`src/rtl/io_port_ctrl.sv`:
```
// io_port_ctrl: OUTPUT/INPUT instruction port handshake with pipeline stall.
// Define IO_PORT_TIMEOUT_EN to abort strobes that see no acknowledge.
`timescale 1ns/1ps
module io_port_ctrl #(
    parameter int unsigned TIMEOUT_CYC = 16
) (
    input  logic       clk,
    input  logic       reset,
    input  logic       io_wr_req,
    input  logic       io_rd_req,
    input  logic [7:0] io_port_id,
    input  logic [7:0] io_wr_data,
    input  logic [7:0] in_port,
    input  logic       io_ack,
    output logic [7:0] port_id,
    output logic [7:0] out_port,
    output logic       write_strobe,
    output logic       read_strobe,
    output logic       stall,
    output logic [7:0] rd_data,
    output logic       rd_valid,
    output logic       io_err
);

    typedef enum logic [1:0] {IDLE, WRITE, READ, DONE} state_t;

    state_t     state;
    logic       pend_rd;
    logic [7:0] pend_port;
    logic       abort;
    logic       finish;

`ifdef IO_PORT_TIMEOUT_EN
    localparam logic [7:0] LAST = 8'(TIMEOUT_CYC - 1);
    logic [7:0] cnt;
    logic       err_q;

    // Acknowledge takes priority over an expiring counter.
    assign abort  = !io_ack && (cnt == LAST);
    assign io_err = err_q;
`else
    assign abort  = 1'b0;
    assign io_err = 1'b0;
`endif

    assign finish = io_ack || abort;

    assign stall = ((state != IDLE) && (state != DONE))
                || ((state == IDLE) && (io_wr_req || io_rd_req))
                || ((state == DONE) && pend_rd);

    always_ff @(posedge clk or negedge reset) begin
        if (!reset) begin
            state        <= IDLE;
            pend_rd      <= 1'b0;
            pend_port    <= 8'h00;
            port_id      <= 8'h00;
            out_port     <= 8'h00;
            write_strobe <= 1'b0;
            read_strobe  <= 1'b0;
            rd_data      <= 8'h00;
            rd_valid     <= 1'b0;
`ifdef IO_PORT_TIMEOUT_EN
            cnt          <= 8'h00;
            err_q        <= 1'b0;
`endif
        end else begin
            rd_valid <= 1'b0;
`ifdef IO_PORT_TIMEOUT_EN
            err_q    <= 1'b0;
`endif
            unique case (state)
                IDLE: begin
                    if (io_wr_req) begin
                        state        <= WRITE;
                        write_strobe <= 1'b1;
                        port_id      <= io_port_id;
                        out_port     <= io_wr_data;
                        pend_rd      <= io_rd_req;
                        pend_port    <= io_port_id;
`ifdef IO_PORT_TIMEOUT_EN
                        cnt          <= 8'h00;
`endif
                    end else if (io_rd_req) begin
                        state       <= READ;
                        read_strobe <= 1'b1;
                        port_id     <= io_port_id;
`ifdef IO_PORT_TIMEOUT_EN
                        cnt         <= 8'h00;
`endif
                    end
                end
                WRITE: begin
                    if (finish) begin
                        state        <= DONE;
                        write_strobe <= 1'b0;
`ifdef IO_PORT_TIMEOUT_EN
                        err_q        <= abort;
                    end else begin
                        cnt          <= cnt + 8'd1;
`endif
                    end
                end
                READ: begin
                    if (finish) begin
                        state       <= DONE;
                        read_strobe <= 1'b0;
                        rd_valid    <= 1'b1;
                        rd_data     <= abort ? 8'h00 : in_port;
`ifdef IO_PORT_TIMEOUT_EN
                        err_q       <= abort;
                    end else begin
                        cnt         <= cnt + 8'd1;
`endif
                    end
                end
                DONE: begin
                    if (pend_rd) begin
                        state       <= READ;
                        read_strobe <= 1'b1;
                        pend_rd     <= 1'b0;
                        port_id     <= pend_port;
`ifdef IO_PORT_TIMEOUT_EN
                        cnt         <= 8'h00;
`endif
                    end else begin
                        state <= IDLE;
                    end
                end
                default: state <= IDLE;
            endcase
        end
    end

endmodule

```
`config.mk`:
```
export PLATFORM = sky130hd
export DESIGN_NAME = io_port_ctrl
export DESIGN_NICKNAME = d
export VERILOG_FILES = /design/src/rtl/io_port_ctrl.sv
export SDC_FILE = /design/constraint.sdc
export NUM_CORES = 1
export LEC_CHECK = 0
export BUFFER_PORTS_ARGS = -buffer_cell sky130_fd_sc_hd__buf_2
export CORE_AREA = 10 10 71 73
export CTS_CLUSTER_DIAMETER = 200
export CTS_CLUSTER_SIZE = 25
export DETAILED_ROUTE_END_ITERATION = 12
export DIE_AREA = 0 0 81 83
export GPL_TIMING_DRIVEN = 0
export PLACE_DENSITY = 0.77
export RECOVER_POWER = 50
export SLEW_MARGIN = 25
export SYNTH_ARGS = -nofsm -noshare
export SYNTH_HDL_FRONTEND = slang
export SYNTH_SLANG_ARGS = --single-unit
```
`constraint.sdc`:
```
create_clock -name clk -period 3.2 [get_ports clk]
set_input_delay 0.16 -clock clk [delete_from_list [all_inputs] [get_ports clk]]
set_output_delay 0.16 -clock clk [all_outputs]
set_load 0.01 [all_outputs]
```
==> results of run 1 <==
==> cells in the mapped netlist <==
| cell type | n |
|---|---|
| ha_1 | 6 |
| conb_1 | 1 |
| a31oi_1 | 1 |
| nor3b_4 | 1 |
| o2bb2ai_1 | 1 |
| nor2b_1 | 4 |
| a2bb2oi_1 | 1 |
| buf_4 | 2 |
| nor2_1 | 1 |
| nor4_2 | 1 |
| inv_1 | 4 |
| a22oi_1 | 1 |
| a21oi_1 | 2 |
| and2_4 | 1 |
| o41ai_1 | 1 |
| nand2b_1 | 1 |
| o22ai_1 | 1 |
| buf_6 | 3 |
| o21ai_0 | 1 |
| mux2_2 | 41 |
| nor2_4 | 1 |
| nand2_1 | 5 |
| mux2i_1 | 3 |
| dfrtp_1 | 38 |
==> final timing paths <==
kind / startpoint / to / slack, ns
max: reset / out_port[1] / 1.13
min: io_wr_req / pend_rd / 0.09
max reg2reg: state[0] / port_id[0] / 1.49
min reg2reg: out_port[3] / out_port[3] / 0.51
max in group clk: state[0] / stall / 1.33
min in group asynchronous: reset / port_id[3] / 0.95
==> cells in the final DEF, fill, tap and decap left out, drive strengths merged, types with 2 or more instances in the layout <==
| cell | Yosys | final |
|---|---|---|
| nor2 | 2 | 2 |
| inv | 4 | 4 |
| buf | 5 | 32 |
| nand2 | 5 | 5 |
| mux2 | 41 | 41 |
| dfrtp | 38 | 38 |
| ha | 6 | 6 |
| nor2b | 4 | 4 |
| clkbuf | 0 | 35 |
| a21oi | 2 | 2 |
| mux2i | 3 | 3 |
==> layout make-up <==
class                      instances  area, um2
clock buffer                       7       86.3
timing repair buffer              56        250
sequential                        38        951
clock inverter                     1       5.00
inverter                           4       15.0
buffer                             5       48.8
multi-input combinational         75        737
fill                             339       1480
tap                               48       60.1
==> cells by family (layout without fill, tap and decap cells) <==
kind of cell	count (synthesis)	in the layout	synth area share, %
muxes	44	44	28.1
DFF	38	38	54.3
and+or+nand+nor	15	15	6.00
AOI/OAI and AO/OA	9	9	3.50
buffers and inverters	9	73	3.64
adders and majority gates	6	6	4.29
other	1	1	0.214
==> power by group through the flow <==
stage | logic, mW | clock network, mW | registers [mW]
detailed placement | 1.06 | 0 | 0.864
floorplan | 0.633 | 0 | 0.928
global route | 1.09 | 0.361 | 0.891
CTS | 1.07 | 0.338 | 0.859
finish | 0.995 | 0.329 | 0.860
global placement | 1.01 | 0 | 0.841
==> metrics by stage <==
step | instance area [um2] | worst slack [ns]
final | 2150 | 1.13
after global routing | 2150 | 0.648
after CTS | 2190 | 1.30
after detailed placement | 2090 | 1.47
after global placement | 2090 | 1.55
after floorplan | 1750 | 1.67
==> registers in the layout, summed over array words and instances, names as in the netlist <==
name,count
out_port,8
pend_port,8
pend_rd,1
port_id,8
rd_data,8
rd_valid,1
read_strobe,1
state,2
write_strobe,1
==> layer usage <==
| layer | wire (um) | vias to the layer above |
|---|---|---|
| li1 | - | 548 |
| met1 | 1350 | 589 |
| met2 | 2060 | 33 |
| met3 | 319 | 5 |
| met4 | 52 | 0 |
| met5 | 0 | - |
==> reports/metrics.cfg, run 1 <==
[status]
status = finished with violations
violations = capacitance limit, slew limit

[sta]
skew_ns = 0.00582
fmax_mhz = 482
setup_tns_ns = 0
grt_setup_unrepaired = no
setup-violations-final = 0
finalCritPeriodShare_pct = 64.8
slew_violations = 39
hold_violations = 0
fin_crit_ns = 2.07
hold_slack_ns = 0.0908
relSlewSlack_pct = -29.8
worst_pin_slew_ns = 1.95

[floorplanning]
die-width_um = 81
die_area_um2 = 6720
initial_core_util_pct = 48.2
ioPinCount = 58
coreArea_um2 = 3630
die_h_um = 83
placementRows = 22

[final_layout]
final_util_pct = 59.3
fin_cells = 234
final_nets = 220
antennaDiodeCount = 0
synthToLayoutAreaGrowth_pct = 22.9
drive_gt1_share_pct = 45.2

[grt]
grt_max_degree = 39
met3_usage_pct = 5.93
grt_usage_pct = 11.7
gr-total-overflow = 0
met2_usage_pct = 20.4
antenna_found_initial = 0
busiest_layer = met2
grt_pass1_wl_um = 6210
met1_usage_pct = 11.5
grt_pass1_vias = 1292

[placement]
port_buffers = 55
place_congestion = 0.811
place_inst = 225
dpl.hpwl_um = 2980

[drt]
antenna_left = 0
dr.pass1.iters = 4
via_per_inst = 5.02
drt_iter0_drc = 31
drc_errors = 0
finalWirelength_um = 3780
wl_per_cell_um = 16.2
via_count = 1175

[synthesis]
yosysTopAreaCell = dfrtp_1
synth-seq-cells = 38
synthDistinctLibCells = 24
syn_area_per_cell_um2 = 14.4
syn_area_um2 = 1750
syn-num-nets = 157
synthTopCellsByArea = dfrtp_1 (54%), mux2_2 (26%), ha_1 (4.3%)
synth_cells = 122
yosys.area.top_type_share_pct = 54.3
yosys_warnings = 0
synth-seq-area-share_pct = 54.3

[clock_tree]
cts_tree = done
clock_sinks = 38
cts_hold_buf = 1
clockBufferDepth = 2
cts-root-buf = clkbuf_8
post_cts_buffers = 0
cts_resized = 0
clk_pin_slew_ns = 0.07
numCtsBuffers = 5
worstSkewPairLatency_ns = 0.29
htree_levels = 2

[setup_path]
path_class = in2async
crit_cells = 2
critical_path.max_fanout = 38
crit_chain = dlygate4sd3_1 > clkbuf_1
cp_top_family = buffers and inverters
worstPathBufferInverterCount = 2
slowest_delay_ns = 1.39
slowest_stage = clkbuf_1
critPathLaunchType = input pin
reg2reg_depth = 5
critPathArrivalTime_ns = 2.09
setup.worst_path.end_class = async pin
critical_path_required_ns = 3.21

[pwr]
leakage_nw = 0.981
seqPwrFrac_pct = 39.4
fin_total_pwr_mw = 2.18
share_comb_of_total_power_pct = 45.6
power.switching_uw = 770
clkPwrFrac_pct = 15.0
peakVddDrop_v = 0.000454
intPower_mw = 1.41
p_sw_share_pct = 35.2
p_per_area_nw_per_um2 = 1010

[run]
cap_violations = 1

[min_path]
holdPathStages = 2
hold_class = in2reg

Power figures use the tool's default switching activity.
==> run 2: changes to the inputs <==
==> constraint.sdc (replaced) <==
create_clock -name clk -period 2.2 [get_ports clk]
set_input_delay 0.11 -clock clk [delete_from_list [all_inputs] [get_ports clk]]
set_output_delay 0.11 -clock clk [all_outputs]
set_load 0.01 [all_outputs]
==> reports/metrics.cfg, run 2 (synthesis gave the netlist of run 1 again) <==
[placement]
place_congestion = 0.811  ; unchanged
dpl_cell_area_um2 = 2090  ; unchanged
place_inst = 225  ; unchanged
port_buffers = 55  ; unchanged
dpl.hpwl_um = 2980  ; unchanged

[pwr]
intPower_mw = 2.06  ; +45%
clkPwrFrac_pct = 15.0  ; about the same
share_comb_of_total_power_pct = 45.6  ; about the same
seqPwrFrac_pct = 39.4  ; about the same
power.switching_mw = 1.12  ; +45%
p_per_area_nw_per_um2 = 1470  ; +45%
peakVddDrop_v = 0.000661  ; +45%
leakage_nw = 0.984  ; +0.30%
p_sw_share_pct = 35.2  ; about the same

[final_layout]
multi_input_area_um2 = 737  ; unchanged
synthToLayoutAreaGrowth_pct = 23.0  ; about the same
layout_commonest_cell = mux2_2
fillers = 338  ; -0.29%
regArea_um2 = 951  ; unchanged
antennaDiodeCount = 0  ; unchanged
final_nets = 220  ; unchanged
final_area_um2 = 2150  ; about the same
drive_gt1_share_pct = 45.7  ; +0.54 points
fin_cells = 234  ; unchanged
layout_common_cells = mux2_2 (41), dfrtp_1 (38), clkbuf_1 (28)

[sta]
finalCritPeriodShare_pct = 82.7
fin_crit_ns = 1.82
slew_violations = 0  ; -100%
worst_pin_slew_ns = 0.901  ; -1.05 ns
relSlewSlack_pct = 39.9  ; +70 points
grt_setup_unrepaired = no
fmax_mhz = 550
setup_tns_ns = 0  ; unchanged
setup-violations-final = 0  ; unchanged
hold_violations = 0  ; unchanged
hold_slack_ns = 0.0408  ; -0.0500 ns
skew_ns = 0.00582  ; unchanged

[drt]
via_per_inst = 5.02  ; about the same
dr.pass1.iters = 4  ; unchanged
antenna_left = 0  ; unchanged
wl_per_cell_um = 16.2  ; about the same
via_count = 1174  ; -0.085%
drc_errors = 0  ; unchanged
finalWirelength_um = 3780  ; about the same
drt_iter0_drc = 31  ; unchanged

[clock_tree]
clk_pin_slew_ns = 0.07  ; about the same
cts_resized = 0  ; unchanged
clock_sinks = 38  ; unchanged
cts-root-buf = clkbuf_8
numCtsBuffers = 5  ; unchanged
worstSkewPairLatency_ns = 0.29  ; about the same
htree_levels = 2  ; unchanged
clockBufferDepth = 2  ; unchanged
cts_tree = done
post_cts_buffers = 0  ; unchanged
cts_hold_buf = 1  ; unchanged

[setup_path]
critPathLaunchType = flip-flop
rrSetupSlack_ns = 0.49  ; -1.00 ns
critical_path.max_fanout = 5  ; -87%
critical_path_required_ns = 2.09  ; -1.12 ns
reg2reg_depth = 5  ; unchanged
critPathArrivalTime_ns = 1.71  ; -0.38 ns
r2r-start = state[0]
r2r_end = port_id[0]
setup.worst_path.end_class = output port
path_class = reg2out

[grt]
antenna_found_initial = 0  ; unchanged
gr-total-overflow = 0  ; unchanged
grt_pass1_vias = 1292  ; unchanged
grt_usage_pct = 11.7  ; unchanged
grt_pass1_wl_um = 6210  ; unchanged
grt_max_degree = 39  ; unchanged

[min_path]
hp-start = io_wr_req
min_delay_worst_endpoint = pend_rd
hold_class = in2reg
holdPathStages = 2  ; unchanged

[floorplanning]
ioPinCount = 58  ; unchanged
coreArea_um2 = 3630  ; unchanged
placementRows = 22  ; unchanged
die-width_um = 81  ; unchanged
initial_core_util_pct = 48.2  ; unchanged
die_h_um = 83  ; unchanged
die_area_um2 = 6720  ; unchanged

[status]
status = completed

[run]
cap_violations = 0  ; -1

[run 2: cell counts in the layout (fill, tap and decap cells not counted)]
Identical to the previous run, type by type.
[run 2: worst max-delay path, cell delays in order, from the launching register on]
cell and delay [ns]:
dfrtp_1 0.42, inv_1 0.14, ha_1 0.26, nor3b_4 0.30, o21ai_0 0.15, buf_2 0.16
[run 2: worst max-delay path by stage]
| stage | startpoint | end | slack [ns] | cells after the start |
|---|---|---|---|---|
| CTS | state[0] | stall | 0.35 | 5 |
| finish | state[0] | stall | 0.38 | 5 |
| global placement | state[0] | port_id[5] | 0.55 | 5 |
| global route | state[0] | stall | 0.22 | 5 |
| detailed placement | state[0] | state[1] | 0.47 | 5 |
| floorplan | state[0] | port_id[0] | 0.67 | 6 |
[run 2: metrics by stage]
| stage | setup WS [ns] | util, % | total power, mW |
|---|---|---|---|
| floorplan | 0.665 | - | 2.27 |
| global placement | 0.545 | 57.4 | 2.70 |
| detailed placement | 0.466 | 57.4 | 2.80 |
| CTS | 0.350 | 60.2 | 3.29 |
| global route | 0.215 | 59.3 | 3.40 |
| finish | 0.381 | 59.3 | 3.18 |
[run 2: area by class of cell]
cell class,count,share of cell area (%)
Tap cell,48,2.79
Inverter,4,0.697
Buffer,5,2.26
Timing Repair Buffer,56,11.7
Clock inverter,1,0.232
Clock buffer,7,4.01
Multi-Input combinational cell,75,34.2
Sequential cell,38,44.1
[run 2: layer usage]
metal  track usage (%)  wire length [um]
met1              11.5              1350
met2              20.4              2060
met3              5.93               319
met4              4.23                52
met5                 0                 0
[run 2: power groups by stage]
stage	logic (mW)	registers, mW	clock network (mW)
final	1.45	1.25	0.478
after global routing	1.58	1.30	0.524
after CTS	1.55	1.25	0.491
after detailed placement	1.54	1.26	0
after global placement	1.48	1.22	0
after floorplan	0.920	1.35	0
